===== config.mk =====
export PLATFORM = sky130hd
export DESIGN_NAME = imem_loader
export DESIGN_NICKNAME = d
export VERILOG_FILES = /design/src/rtl/imem_loader.sv
export SDC_FILE = /design/constraint.sdc
export NUM_CORES = 1
export LEC_CHECK = 0
export ABC_CLOCK_PERIOD_IN_PS = 2200
export CELL_PAD_IN_SITES_DETAIL_PLACEMENT = 1
export CELL_PAD_IN_SITES_GLOBAL_PLACEMENT = 1
export CORE_ASPECT_RATIO = 0.7
export CORE_MARGIN = 3
export CORE_UTILIZATION = 40
export CTS_BUF_LIST = sky130_fd_sc_hd__clkbuf_16
export DETAILED_ROUTE_END_ITERATION = 7
export GPL_ROUTABILITY_DRIVEN = 0
export HOLD_SLACK_MARGIN = 0.06
export PLACE_DENSITY_LB_ADDON = 0.25
export SYNTH_ARGS = -nofsm -noshare
export SYNTH_HDL_FRONTEND = slang
export SYNTH_SLANG_ARGS = --single-unit

===== constraint.sdc =====
create_clock -name clk -period 2.2 [get_ports clk]
set_clock_uncertainty 0.1 [all_clocks]
set_input_delay 0.22 -clock clk [delete_from_list [all_inputs] [get_ports clk]]
set_output_delay 0.22 -clock clk [all_outputs]
set_load 0.02 [all_outputs]

===== src/rtl/imem_loader.sv =====
// Boot-time instruction-memory loader: receives a length-prefixed little-endian byte
// stream and writes 32-bit words into IMEM. Optional macro IMEM_LOADER_CHECKSUM_EN adds a trailing mod-256 checksum byte.
module imem_loader #(
   parameter int DEPTH = 64,
   parameter int AW    = 6
) (
   input  logic          clk,
   input  logic          reset,
   input  logic          start,
   input  logic          rx_valid,
   input  logic [7:0]    rx_data,
   output logic          rx_ready,
   output logic          wr_en,
   output logic [AW-1:0] wr_addr,
   output logic [31:0]   wr_data,
   output logic          core_hold,
   output logic          done,
   output logic          error
);

   localparam logic [2:0] S_IDLE  = 3'd0;
   localparam logic [2:0] S_LEN   = 3'd1;
   localparam logic [2:0] S_DATA  = 3'd2;
   localparam logic [2:0] S_WRITE = 3'd3;
`ifdef IMEM_LOADER_CHECKSUM_EN
   localparam logic [2:0] S_CSUM  = 3'd4;
`endif
   localparam logic [2:0] S_DONE  = 3'd5;
   localparam logic [2:0] S_ERR   = 3'd6;

   localparam logic [8:0] DEPTH_W = 9'(DEPTH);

   logic [2:0]  state;
   logic [1:0]  byte_cnt;
   logic [7:0]  word_idx;
   logic [7:0]  word_len;
   logic [23:0] asm_lo;
   logic        accept;
   logic        last_word;
`ifdef IMEM_LOADER_CHECKSUM_EN
   logic [7:0]  csum_acc;
`endif

   assign accept    = rx_valid & rx_ready;
   // Evaluated during WRITE: the word being written is the final one.
   assign last_word = ({1'b0, word_idx} + 9'd1) >= {1'b0, word_len};

   always_ff @(posedge clk or posedge reset) begin
      if (reset) begin
         state    <= S_IDLE;
         byte_cnt <= 2'd0;
         word_idx <= 8'd0;
         word_len <= 8'd0;
         asm_lo   <= 24'd0;
         wr_addr  <= '0;
         wr_data  <= 32'd0;
`ifdef IMEM_LOADER_CHECKSUM_EN
         csum_acc <= 8'd0;
`endif
      end else begin
         case (state)
            S_IDLE, S_DONE, S_ERR: begin
               if (start) begin
                  state    <= S_LEN;
                  byte_cnt <= 2'd0;
                  word_idx <= 8'd0;
`ifdef IMEM_LOADER_CHECKSUM_EN
                  csum_acc <= 8'd0;
`endif
               end
            end
            S_LEN: begin
               if (accept) begin
                  word_len <= rx_data;
                  if (rx_data != 8'd0 && {1'b0, rx_data} <= DEPTH_W)
                     state <= S_DATA;
                  else
                     state <= S_ERR;
               end
            end
            S_DATA: begin
               if (accept) begin
`ifdef IMEM_LOADER_CHECKSUM_EN
                  csum_acc <= csum_acc + rx_data;
`endif
                  byte_cnt <= byte_cnt + 2'd1;
                  case (byte_cnt)
                     2'd0: asm_lo[7:0]   <= rx_data;
                     2'd1: asm_lo[15:8]  <= rx_data;
                     2'd2: asm_lo[23:16] <= rx_data;
                     default: begin
                        // Fourth byte goes straight into the output word.
                        wr_data <= {rx_data, asm_lo};
                        wr_addr <= word_idx[AW-1:0];
                        state   <= S_WRITE;
                     end
                  endcase
               end
            end
            S_WRITE: begin
               word_idx <= word_idx + 8'd1;
               byte_cnt <= 2'd0;
               if (!last_word)
                  state <= S_DATA;
               else
`ifdef IMEM_LOADER_CHECKSUM_EN
                  state <= S_CSUM;
`else
                  state <= S_DONE;
`endif
            end
`ifdef IMEM_LOADER_CHECKSUM_EN
            S_CSUM: begin
               if (accept)
                  state <= (rx_data == csum_acc) ? S_DONE : S_ERR;
            end
`endif
            default: state <= S_IDLE;
         endcase
      end
   end

   always_comb begin
      rx_ready  = 1'b0;
      case (state)
         S_LEN, S_DATA: rx_ready = 1'b1;
`ifdef IMEM_LOADER_CHECKSUM_EN
         S_CSUM:        rx_ready = 1'b1;
`endif
         default:       rx_ready = 1'b0;
      endcase
      wr_en     = (state == S_WRITE);
      done      = (state == S_DONE);
      error     = (state == S_ERR);
      core_hold = (state != S_DONE);
   end

endmodule


# Word level (Yosys, flattened, before mapping)
# Cells that the tools add are included.
# word_totals
reg_bits	83
input_bits	12
output_inout_bits	43
wordCells	58
# op_classes
add_sub_neg	3
magnitude_cmp	2
n_eq_ne	12
mux	13
n_bitwise	2
n_reduce_logical	17
# ops
op	n
two-way mux 3 bit	6
case mux 8 bit (2 select lines)	1
AND reduction 3 bit	5
case mux 3 bit (4 select lines)	1
adder 8 x 1 -> 9 bit (second input constant)	1
greater-or-equal comparator 9 x 8 -> 1 bit	1
adder 8 x 1 -> 8 bit (second input constant)	1
less-or-equal comparator 8 x 7 -> 1 bit (second input constant)	1
two-way mux 8 bit	1
!= test 2 bit (second input constant)	4
nonzero test 8 bit	1
equality test 3 x 2 -> 1 bit (second input constant)	2
equality test 3 bit (second input constant)	2
case mux 2 bit (3 select lines)	1
OR reduction 3 bit	2
two-way mux 2 bit	2
AND reduction 2 bit	2
AND reduction 4 bit	1
equality test 3 x 1 -> 1 bit (second input constant)	1
zero test 3 bit	1
!= test 3 bit (second input constant)	1
nonzero test 3 bit	1
adder 2 x 1 -> 2 bit (second input constant)	1
equality test 2 x 1 -> 1 bit (second input constant)	1
other kinds (8)	8

# Depth between registers and ports, before layout
# depth
depth_word	6
mapped_depth	9
ltp_nobuf	9

# Least setup slack after synthesis
# Ideal clock, no wire load.
# synth_path
path_kind	register -> register
start	register word_idx[0]
end	register state[0]
setup_ns	0.131
t_arrival_ns	2.082
required_time_ns	1.969
path_slack_ns	-0.113
stages_incl_launch_ff	10
n_path_buf	0
period_less_slack_ns	2.313
cell_sequence	dfrtp_1 ha_1 and4_1 nand2_1 xnor2_1 ha_1 a21oi_1 o221a_2 a21oi_1 or3_1
# synth_via
elab_chain_len	4
# synth_rtl
item	line_no	rtl
start: declaration	35	logic [7:0] word_idx;
start signal: assignment	101	word_idx <= word_idx + 8'd1;
adder 8 x 1 -> 9 bit	46	assign last_word = ({1'b0, word_idx} + 9'd1) >= {1'b0, word_len};
greater-or-equal comparator 9 x 8 -> 1 bit	46	
two-way mux 3 bit	103	if (!last_word)
case mux 3 bit (4 select lines)	61	case (state)
end signal: assignment	50	state <= S_IDLE;
end signal: assignment	64	state <= S_LEN;
end signal: assignment	104	state <= S_DATA;
end: declaration	33	logic [2:0] state;
# Every way passes these cells.
# A chain may end at the register's enable or synchronous reset.

# Final worst setup path
# layout_path
start	register word_idx[0]
end	register state[1]
# The elaborated chain is that of the path after synthesis.

==> metrics.md <==
| Metric | Value |
|---|---|
| XOR/XNOR share of the synthesized area | `1.865%` |
| Failing checks | `negative setup slack` |
| Peak supply drop | `0.0008189 V` |
| Arrival time at the worst endpoint | `2470 ps` |
| PwrDens | `1297 nW/µm²` |
| Cell count after synthesis | `279` |
| # hold bufs at CTS | `0` |
| Synth warnings | `0` |
| Num CTS Buffers | `9` |
| Outcome | `finished with violations` |
| DRT antenna net count | `0` |
| Post-synth EDFFs | `0` |
| Net Count, Synth | `304` |
| Avg WL per Cell | `17.89 µm` |
| Async SR Flop Fraction | `100.0%` |
| Setup_tns | `-435.4 ps` |
| Layout net count | `388` |
| Clk sinks | `83` |
| Reg2reg setup slack | `-170 ps` |
| Min Tclk post-route | `2373 ps` |
| Post-DP HPWL | `5.953 mm` |
| Fin Hold WS | `146.5 ps` |
| Seq/Total Area, Yosys | `55.30%` |
| Gr ovfl total | `0` |
| Final setup vio count | `3` |
| Worst r2r src | `word_idx[0]$_DFFE_PP0P_` |
| Commonest non-fill, non-tap cell in the layout | `dfrtp_1` |
| Root Buffer | `clkbuf_16` |
| Vias in the first global route | `2822` |
| Chip height | `87.08 µm` |
| Period utilisation layout | `107.9%` |
| Worst r2r dst | `state[1]$_DFFE_PP0P_` |
| Initial Utilization | `42.71%` |
| Simple-gate share of the synthesized area | `6.862%` |
| Synth Area in Compound Gates | `7.162%` |
| Number of distinct library cells after synthesis | `43` |
| Ys flop type | `dfrtp_1` |
| Worst r2r path cells | `9` |
| Largest family of logic cells by synthesized area | `multiplexers` |
| Top-level I/O count | `55` |
| RSZ-0062 raised after global routing | `yes` |
| Critical path class | `flop to flop` |
| Critical-path maximum fanout | `3` |
| Worst-Margin Slew | `464.9 ps` |
| Starting DRT DRC Count | `73` |
| Final Hold Fails | `0` |
| Pre-CTS setup slack | `-187.4 ps` |
| H-tree Lvls | `3` |
| Core ar. | `8793 µm²` |
| Slew Limit Fails | `0` |
| Clock-pin slew on the worst setup and hold paths | `60 ps` |
| Post-Layout Inst Area | `5019 µm²` |
| Total Routed Length | `8.731 mm` |
| Final Util | `57.07%` |
| Area grow syn2layout | `33.61%` |
| I/O Buffers | `54` |
| Clk_lat worst skew | `330 ps` |
| Crit. End Element | `flop` |
| Via count | `2492` |
| Placed cell area | `4603 µm²` |
| Multiplexer area fraction after synthesis | `21.19%` |
| Avg Cell Area, Syn | `13.46 µm²` |
| # rows | `28` |
| Pleak | `2.364 nW` |
| CTS tree | `yes` |
| Initial antenna violation count | `0` |
| Synthesized area | `3756 µm²` |
| HP Class | `input pin to asynchronous set/reset pin` |
| Most frequent cells in the layout | `81 x dfrtp_1, 51 x clkdlybuf4s50_1, 44 x mux2_2, 25 x buf_4, 20 x mux2_4` |
| Fraction of the mapped netlist area in adder cells | `4.330%` |
| DIE AREA | `10610 µm²` |
| Overall global routing resource usage | `18.28%` |
| Share of layout cells above drive strength 1 | `35.87%` |
| Diodes inserted | `0` |
| Setup WS post-layout | `-173.1 ps` |
| Width of the die | `121.8 µm` |
| Drc violations | `0` |
| Crit start category | `flop` |
| Via/cell ratio | `5.107` |
| Max_slew headroom | `68.93%` |
| Max-cap violations | `0` |
| WP data required | `2300 ps` |
| Seq cells post-synth | `83` |
| First-pass GRT wire length | `14.73 mm` |
| Clock Path Buffers | `2` |
| Pin count of the biggest net entering global routing | `39` |
| Fmax achieved | `421.4 MHz` |
| First-pass iteration count of the detailed router | `4` |
[flip-flops by register name, indices dropped and copies added (netlist names)]
signal / cells
state: 3
wr_data: 32
word_len: 8
wr_addr: 6
asm_lo: 24
byte_cnt: 2
word_idx: 8
[repair_timing]
item / 4_1_cts / 5_1_grt
pin swaps: 2 / 4
gates resized for setup: 10 / 10
endpoints found under the setup margin: 6 / 7
setup buffers: 1 / 3
endpoints found under the hold margin: 0 / 0
[final cells by class]
class                           count  area [µm²]
Fill cell                         876        3775
Sequential cell                    83        2079
Multi-Input combinational cell    172        1643
Timing Repair Buffer               82       792.0
Clock buffer                        9       225.2
Tap cell                          120       150.1
Clock inverter                      7       68.82
Inverter                           15       60.06
[cells in the mapped netlist (all sizes together) (4+ instances only)]
cell type | instances | area, µm²
xnor2 | 5 | 43.79
a22o | 6 | 52.55
dfrtp | 83 | 2077
buf | 7 | 60.05
nand2 | 19 | 73.82
nor2 | 10 | 47.55
inv | 14 | 52.55
o31ai | 4 | 43.79
o21ai | 11 | 55.05
mux2 | 64 | 795.8
a21oi | 6 | 30.03
ha | 13 | 162.7
[worst max path at each step]
stage	startpoint	end	slack, ps	cells past startpoint
after global placement	word_idx[0]$_DFFE_PP0P_	state[0]$_DFFE_PP0P_	-100	9
after global routing	word_idx[0]$_DFFE_PP0P_	state[1]$_DFFE_PP0P_	-290	9
after detailed placement	word_idx[1]$_DFFE_PP0P_	state[0]$_DFFE_PP0P_	-190	9
after floorplan	word_idx[0]$_DFFE_PP0P_	state[0]$_DFFE_PP0P_	-110	9
after CTS	word_idx[0]$_DFFE_PP0P_	state[0]$_DFFE_PP0P_	-170	8
final	word_idx[0]$_DFFE_PP0P_	state[1]$_DFFE_PP0P_	-170	9
[per-stage QoR]
step / std cells / power [mW]
floorplan: 279 / 3.920
global placement: 468 / 4.915
detailed placement: 468 / 5.013
CTS: 485 / 6.570
global route: 488 / 6.916
finish: 488 / 6.509
[critical path: stages (launching register included)]
cell and delay [ps]:
dfrtp_1 390, ha_4 160, and4_4 260, nand2_4 60, xnor2_2 160, ha_4 290
nand4_1 110, o221a_2 320, o211ai_1 230, o221ai_1 150
[per-layer routing]
metal | routed length [µm] | GRT usage (%) | vias up
li1 | - | - | 1149
met1 | 4276 | 24.66 | 1272
met2 | 3937 | 28.11 | 55
met3 | 399 | 6.688 | 16
met4 | 117 | 4.781 | 0
met5 | 0 | 0 | -
[cells by family (layout without fill, tap and decap cells)]
kind of cell | count (synthesis) | count (layout)
AND/OR/NAND/NOR | 49 | 49
multiplexers | 64 | 64
AO/OA/AOI/OAI | 38 | 38
adder cells (fa/ha/maj) | 13 | 13
buffers and inverters | 24 | 113
flip-flops | 83 | 83
XOR/XNOR | 8 | 8
[power by group]
part | internal, mW | switching [mW] | total, mW
Combinational | 1.43 | 1.09 | 2.52
Clock | 0.875 | 0.601 | 1.48
Sequential | 2.15 | 0.369 | 2.52
Total | 4.45 | 2.06 | 6.51
Power figures use the tool's default switching activity.
